[src/rtl/guess_entry.sv]
// guess_entry -- keypad-style entry buffer for a four-digit code guess.
//
// The user types up to four digits, may delete the last one or clear the
// whole entry, and commits a full entry with submit. A committed guess is
// held on `guess` (with a one-cycle guess_valid strobe) and the entry
// buffer freezes (LOCKED) until the next digit or clear starts a new entry.
//
// Ports
//   clk          rising-edge system clock
//   reset        asynchronous, active-high reset
//   enable       1 = entry pulses are honoured, 0 = every pulse is ignored
//   digit_valid  single-cycle pulse qualifying `digit`
//   digit[3:0]   digit value
//   del          single-cycle pulse: remove the last entered digit
//   submit       single-cycle pulse: commit the buffer as a guess
//   clear        single-cycle pulse: discard the partial entry
//   entry_buf    live entry, nibble 3 = first digit, unfilled nibble = 4'hF
//   digit_count  digits currently entered, 0..4
//   guess        last committed guess, same nibble order as entry_buf
//   guess_valid  one-cycle strobe: new guess on `guess`
//   entry_error  one-cycle strobe: the action of the previous edge was rejected
//   guess_count  committed guesses since reset, saturates at 255
//   dbg_state    current FSM state (0 = ENTRY, 1 = LOCKED)
//
// Input handshake: every input pulse is sampled on a single rising edge of
// clk while enable is high; there is no back-pressure. Per edge at most one
// action is taken, with priority clear > submit > del > digit_valid. The
// lower-priority pulses of that edge are dropped without an error.

module guess_entry #(
  parameter int ALLOW_REPEAT = 0,
  parameter int MAX_DIGIT    = 9
) (
  input  logic        clk,
  input  logic        reset,
  input  logic        enable,
  input  logic        digit_valid,
  input  logic [3:0]  digit,
  input  logic        del,
  input  logic        submit,
  input  logic        clear,
  output logic [15:0] entry_buf,
  output logic [2:0]  digit_count,
  output logic [15:0] guess,
  output logic        guess_valid,
  output logic        entry_error,
  output logic [7:0]  guess_count,
  output logic        dbg_state
);

  typedef enum logic {
    ENTRY  = 1'b0,
    LOCKED = 1'b1
  } state_t;

  localparam logic [3:0] MAX_D = 4'(MAX_DIGIT);

  state_t state;

  // A digit arriving in LOCKED is judged against an emptied buffer, so the
  // digit path works from this "base" view rather than the raw registers.
  logic [15:0] base_buf;
  logic [2:0]  base_cnt;
  logic        dup_hit;
  logic        digit_ok;
  logic [15:0] ins_buf;
  logic [15:0] del_buf;

  always_comb begin
    base_buf = entry_buf;
    base_cnt = digit_count;
    if (state == LOCKED) begin
      base_buf = 16'hFFFF;
      base_cnt = 3'd0;
    end

    // Only filled nibbles take part in the duplicate test.
    dup_hit = 1'b0;
    for (int i = 0; i < 4; i++) begin
      if ((3'(i) < base_cnt) && (base_buf[(3-i)*4 +: 4] == digit)) begin
        dup_hit = 1'b1;
      end
    end

    digit_ok = (digit <= MAX_D) && (base_cnt != 3'd4) &&
               ((ALLOW_REPEAT != 0) || !dup_hit);

    // The i-th digit entered lives in nibble (3 - i).
    ins_buf = base_buf;
    for (int i = 0; i < 4; i++) begin
      if (3'(i) == base_cnt) begin
        ins_buf[(3-i)*4 +: 4] = digit;
      end
    end

    del_buf = entry_buf;
    for (int i = 0; i < 4; i++) begin
      if ((3'(i) + 3'd1) == digit_count) begin
        del_buf[(3-i)*4 +: 4] = 4'hF;
      end
    end
  end

  always_ff @(posedge clk or posedge reset) begin
    if (reset) begin
      state       <= ENTRY;
      entry_buf   <= 16'hFFFF;
      digit_count <= 3'd0;
      guess       <= 16'hFFFF;
      guess_valid <= 1'b0;
      entry_error <= 1'b0;
      guess_count <= 8'd0;
    end else begin
      // Strobes are high only for the cycle after the edge that raised them.
      guess_valid <= 1'b0;
      entry_error <= 1'b0;

      if (enable) begin
        if (clear) begin
          state       <= ENTRY;
          entry_buf   <= 16'hFFFF;
          digit_count <= 3'd0;
        end else if (submit) begin
          if (state == LOCKED) begin
            // A held submit lands here every cycle: errors, never a repeat.
            entry_error <= 1'b1;
          end else if (digit_count == 3'd4) begin
            state       <= LOCKED;
            guess       <= entry_buf;
            guess_valid <= 1'b1;
            if (guess_count != 8'hFF) begin
              guess_count <= guess_count + 8'd1;
            end
          end else begin
            entry_error <= 1'b1;
          end
        end else if (del) begin
          if (state == LOCKED || digit_count == 3'd0) begin
            entry_error <= 1'b1;
          end else begin
            entry_buf   <= del_buf;
            digit_count <= digit_count - 3'd1;
          end
        end else if (digit_valid) begin
          // Leaving LOCKED empties the buffer even if the digit is rejected.
          state <= ENTRY;
          if (digit_ok) begin
            entry_buf   <= ins_buf;
            digit_count <= base_cnt + 3'd1;
          end else begin
            entry_buf   <= base_buf;
            digit_count <= base_cnt;
            entry_error <= 1'b1;
          end
        end
      end
    end
  end

  assign dbg_state = state;

endmodule
[config.mk]
export PLATFORM = sky130hd
export DESIGN_NAME = guess_entry
export DESIGN_NICKNAME = d
export VERILOG_FILES = /design/src/rtl/guess_entry.sv
export SDC_FILE = /design/constraint.sdc
export NUM_CORES = 1
export LEC_CHECK = 0
export ABC_AREA = 1
export CAP_MARGIN = 30
export CORE_ASPECT_RATIO = 0.6
export CORE_MARGIN = 1.5
export CORE_UTILIZATION = 53
export DETAILED_ROUTE_END_ITERATION = 8
export HOLD_SLACK_MARGIN = 0.15
export PLACE_DENSITY = 0.81
export SYNTH_ARGS = -nofsm -noshare
export SYNTH_HDL_FRONTEND = slang
export SYNTH_SLANG_ARGS = --single-unit
[constraint.sdc]
create_clock -name clk -period 2.58 [get_ports clk]
set_input_delay 0.516 -clock clk [delete_from_list [all_inputs] [get_ports clk]]
set_output_delay 0.516 -clock clk [all_outputs]
set_load 0.01 [all_outputs]
# After elaboration in Yosys (flattened, before gate mapping)
# Index checks and enable logic that the tools add are counted.
# op_classes
n_bitwise	2
mux	45
order_cmp	5
n_reduce_logical	20
addsub	3
eq_ne	21
# op_table
operator	n
two-way mux 16 bit	7
two-way mux 4 bit	8
AND reduction 5 bit	5
two-way mux 1 bit	23
two-way mux 3 bit	7
equality test 4 bit	4
inequality test 3 x 1 -> 1 bit (second input constant)	5
equality test 2 x 3 -> 1 bit (first input constant)	4
adder 8 x 1 -> 8 bit (second input constant)	1
inequality test 8 bit (second input constant)	1
equality test 1 x 3 -> 1 bit (first input constant)	2
logical AND 1 bit	6
zero test 3 bit	2
< comparator 1 x 3 -> 1 bit (first input constant)	2
< comparator 2 x 3 -> 1 bit (first input constant)	2
inequality test 3 bit (second input constant)	2
AND reduction 6 bit	1
nonzero test 3 bit	2
<= comparator 4 bit (second input constant)	1
AND reduction 4 bit	1
adder 3 x 1 -> 3 bit (second input constant)	1
equality test 3 bit (first input constant)	1
equality test 3 bit (second input constant)	1
AND reduction 3 bit	1
other kinds (5)	6
# word_totals
elab_cells	106
inputBits	11
output_inout_bits	46
regBits	46

# Logic depth before layout (Yosys ltp)
# depth
ltp_word	15
depth_mapped	16
depth_no_buf	14

# Worst setup path before layout
# No wires, ideal clock.
# synth_path
path_kind	register -> register
start	register state (netlist: dbg_state)
end	register entry_buf[0]
path_slack_ps	700
stages_incl_launch_ff	14
arrival_ps	1822
n_path_buf	3
period_less_slack_ps	1880
required_time_ps	2522
setup_ps	58
path_cell_list	dfrtp_1 -> buf_6 -> inv_4 -> buf_6 -> nand2_2 -> ha_1 -> a21oi_1 -> nand2_1 -> nor2_4 -> buf_2 -> nand4_1 -> nand3_1 -> nand2_1 -> inv_1
# synth_between
elab_chain_cells	14
word_cells_on_any_way	32
cone_classes	order compare (4); eq/ne (7); mux (12); reduce/logical (9)
# synth_rtl
element	line_no	source
start: declaration	58	state_t state;
start signal: assignment	106	state <= ENTRY;
start signal: assignment	120	state <= ENTRY;
start signal: assignment	128	state <= LOCKED;
two-way mux 3 bit or two-way mux 16 bit (tied branches)	72	if (state == LOCKED) begin
< comparator 1 x 3 -> 1 bit or equality test 4 bit (tied branches)	80	if ((3'(i) < base_cnt) && (base_buf[(3-i)*4 +: 4] == digit)) begin
logical AND 1 bit	80	
two-way mux 1 bit (4 in series)	80	
zero test 1 bit	86	((ALLOW_REPEAT != 0) || !dup_hit);
logical AND 1 bit	85	digit_ok = (digit <= MAX_D) && (base_cnt != 3'd4) &&
two-way mux 16 bit	147	if (digit_ok) begin
two-way mux 16 bit	144	end else if (digit_valid) begin
two-way mux 16 bit	137	end else if (del) begin
two-way mux 16 bit	123	end else if (submit) begin
two-way mux 16 bit	119	if (clear) begin
end signal: assignment	141	entry_buf <= del_buf;
end signal: assignment	148	entry_buf <= ins_buf;
end signal: assignment	151	entry_buf <= base_buf;
end: declaration	42	output logic [15:0] entry_buf,
# Parallel ways exist; a longest one is shown, timed or not. The select of a mux whose other input is x is not followed.
# A chain may end at the register's enable or synchronous reset.

# Worst setup path after layout
# layout_path
start	input digit[2]
end	register entry_buf[5]
# layout_between
elab_chain_cells	13
word_cells_on_any_way	21
cone_classes	order compare (1); eq/ne (4); mux (9); reduce/logical (7)
# layout_rtl
element	line_no	source
start: declaration	38	input logic [3:0] digit,
equality test 4 bit	80	
logical AND 1 bit	80	
two-way mux 1 bit (4 in series)	80	
zero test 1 bit	86	
logical AND 1 bit *	85	
two-way mux 16 bit *	147	
two-way mux 16 bit *	144	
two-way mux 16 bit *	137	
two-way mux 16 bit *	123	
two-way mux 16 bit *	119	
# Every way passes the cells marked *; elsewhere a longest branch is shown, timed or not. The select of a mux whose other input is x is not followed.

==> run_results.csv <==
group,metric,value,unit
critical_path,path_buf_inv,4,
cts,cts_buffers,5,
power,p_leak,1.99,nW
sta,worst_pin_slew,583,ps
worst_hold_path,hold_class,"flop to flop",
sta,period_needed,2200,ps
finish,drive_gt1_frac,0.142,
floorplan,die-area,6120,um2
cts,postCtsHoldBufs,0,
critical_path,worst_ep_arrival_time,2440,ps
logic_synthesis,yosys.area.top_type_share,0.281,
finish,nNetsFinal,498,
critical_path,critPathCaptureType,"flop",
routing,post_drt_wl_per_cell,14.1,um
global_routing,grt_max_degree,47,
sta,max_slew_margin,0.608,
logic_synthesis,yosys.area.top_type,"dfstp_2",
critical_path,startpoint,"digit[2]",
critical_path,required,2820,ps
critical_path,r2r_start,"digit_count[1]",
logic_synthesis,synth_warnings,0,
cts,clock_path_buffers,2,
critical_path,slowest_stage,"clkdlybuf4s50_1",
sta,finalSetupTns,0,ps
floorplan,die_w,100,um
finish,syn_to_final_growth,25.7,%
sta,setup-violations-final,0,
run,drv_cap,0,
global_routing,grtUsageTotal,0.263,
logic_synthesis,syn_nets,438,
floorplan,io_pins,57,
critical_path,cp_common_cell,"nand2_1",
logic_synthesis,ys_seq_area_frac,0.398,
status,run_status,"finished, final reports clean",
cts,cts.reportedPaths.clkPinSlew,80,ps
global_routing,grt-ovfl-total,0,
worst_hold_path,hold_start,"guess[4]",
sta,finClkSkew,4.89,ps
critical_path,worstSetupPathType,"primary input to flop",
floorplan,placementRows,20,
logic_synthesis,synth_most_common_cell,"nand2_1",
sta,holdWs,490,ps
cts,cts-root-buf,"clkbuf_8",
floorplan,start_util,0.569,
placement,port_buffers,56,
critical_path,max_stage_delay,670,ps
routing,post-route-drc-count,0,
sta,rsz0062_at_grt,"false",
critical_path,cpLargestDelayFamily,"buffers and inverters",
cts,clk_latency,300,ps
floorplan,core-area,5260,um2
finish,final_area,3760,um2
critical_path,worstPathCellList,"clkdlybuf4s50_1 > inv_1 > nand2_1 > nand2_1 > nand3_1 > nor2_1 > nor2_4 > buf_12 > nand3_1 > nand2_1 > nand3_1 > nand2_1 > inv_1",
logic_synthesis,yosys_most_used_dff,"dfstp_2",
logic_synthesis,synthArstFlopShare,1.00,
global_routing,grt_pass1_wl,12400,um
cts,htree_num_levels,2,
global_routing,grt_pass1_vias,2560,
sta,fin_crit_sh,0.853,
sta,fmax,455,MHz
sta,report.final.slew_viol_count,0,
critical_path,cp-endpoint,"entry_buf[5]",
routing,detailroute.via_count,2896,
power,power_density,837,nW/um2
logic_synthesis,syn_area,2990,um2
logic_synthesis,synthTopCellsByArea,"dfstp_2 (28%), nand2_1 (18%), dfrtp_1 (12%), inv_1 (7.5%), nand3_1 (7.2%)",
placement,place_area,3650,um2
routing,dr.pass1.iters,5,
critical_path,reg2reg_to,"guess_count[7]",
finish,diodes,0,
floorplan,die_h,61.2,um
cts,cts_setup_buffers,0,
logic_synthesis,synth_edf_count,0,
cts,cts-resized-gates,0,
placement,dp_hpwl,5650,um
logic_synthesis,avgSynthCellArea,7.15,um2
logic_synthesis,yosys_register_bits,46,
routing,via_per_inst,5.31,
critical_path,ff2ff_setup_slack,420,ps
routing,wl,7690,um
power,irDropWorstVdd,0.506,mV
routing,first_iter_violations,247,
cts,clkSinkCount,46,
critical_path,cp.depth,13,
global_routing,antenna_found_initial,0,
logic_synthesis,postSynthCellCount,418,
critical_path,critPathLaunchType,"primary input",
placement,gp_congestion,0.936,
routing,route.antenna.remaining_nets,0,
cts,cts_tree,"yes",
critical_path,worst-r2r-cell-count,9,
sta,hold_viol_final,0,
logic_synthesis,synth_common_cells,"nand2_1 (144), inv_1 (60), nand3_1 (43)",
logic_synthesis,yosysUniqueCellTypes,31,
critical_path,path_max_fanout,24,
-- logic make-up after synthesis --
| kind of cell | synth area share |
|---|---|
| flip-flops | 0.398 |
| multiplexers | 0.00377 |
| AND/OR/NAND/NOR | 0.371 |
| buffers and inverters | 0.113 |
| AO/OA/AOI/OAI | 0.0523 |
| XOR/XNOR | 0.0234 |
| adder cells (fa/ha/maj) | 0.0377 |
-- sequential cells by signal, summed over array words and instances, names as in the netlist --
name         count
guess           16
digit_count      3
entry_buf       16
guess_count      8
dbg_state        1
entry_error      1
guess_valid      1
-- how the worst min path moves through the flow --
stage / end / cells after the start / slack, ps
after floorplan: guess[0] / 2 / 500
after global placement: guess[0] / 2 / 480
after detailed placement: guess[4] / 2 / 480
after CTS: guess[4] / 2 / 490
after global routing: guess[7] / 2 / 500
final: guess[4] / 2 / 490
-- per-layer routing --
metal	up-vias	global-route usage	share of wire
li1	1430	-	-
met1	1319	0.387	0.50
met2	128	0.398	0.41
met3	19	0.0556	0.075
met4	0	0.0684	0.017
met5	-	0	0
-- final cells by class --
| cell class | instances | area [um2] |
|---|---|---|
| Clock buffer | 6 | 72.6 |
| Clock inverter | 2 | 37.5 |
| Fill cell | 443 | 1500 |
| Inverter | 63 | 239 |
| Multi-Input combinational cell | 294 | 1460 |
| Sequential cell | 46 | 1190 |
| Tap cell | 66 | 82.6 |
| Timing Repair Buffer | 68 | 676 |
-- worst reg2reg max path: cells and delay by family (launching register included) --
family	cells	cell delay, ps
adder cells (fa/ha/maj)	1	200
flip-flops	1	450
XOR/XNOR	1	150
buffers and inverters	1	180
AND/OR/NAND/NOR	6	1120
-- cell usage in the layout, fill, tap and decap left out, types with 2 or more instances in the layout --
cell type / netlist / layout
nand2_1: 144 / 144
inv_1: 60 / 59
clkdlybuf4s50_1: 0 / 56
nand3_1: 43 / 43
dfstp_2: 32 / 32
nor2_1: 26 / 26
o21ai_0: 21 / 21
nand4_1: 17 / 17
dfrtp_1: 14 / 14
buf_4: 2 / 10
ha_1: 9 / 9
a21oi_1: 7 / 7
xor2_1: 6 / 6
clkbuf_8: 0 / 5
nand2_2: 4 / 4
nor2_4: 3 / 3
inv_2: 2 / 2
nor3_1: 2 / 2
xnor2_1: 2 / 2
buf_12: 0 / 2
-- through the flow --
step	total power, W	setup slack, ps	std cells	util
2_1_floorplan	0.00199	700	418	-
3_3_place_gp	0.00257	143	537	0.694
6_report	0.00315	380	545	0.715
4_1_cts	0.00314	412	545	0.715
5_1_grt	0.00337	214	545	0.715
3_5_place_dp	0.00260	101	537	0.694
-- where the power goes --
part | total (W) | switching [W] | internal (W) | leakage (nW)
combinational | 0.00143 | 0.000776 | 0.000656 | 1.42
sequential | 0.00118 | 0.000146 | 0.00103 | 0.515
clock | 0.000537 | 0.000248 | 0.000289 | 0.0514
No activity file was read; power rests on OpenSTA's default activity.
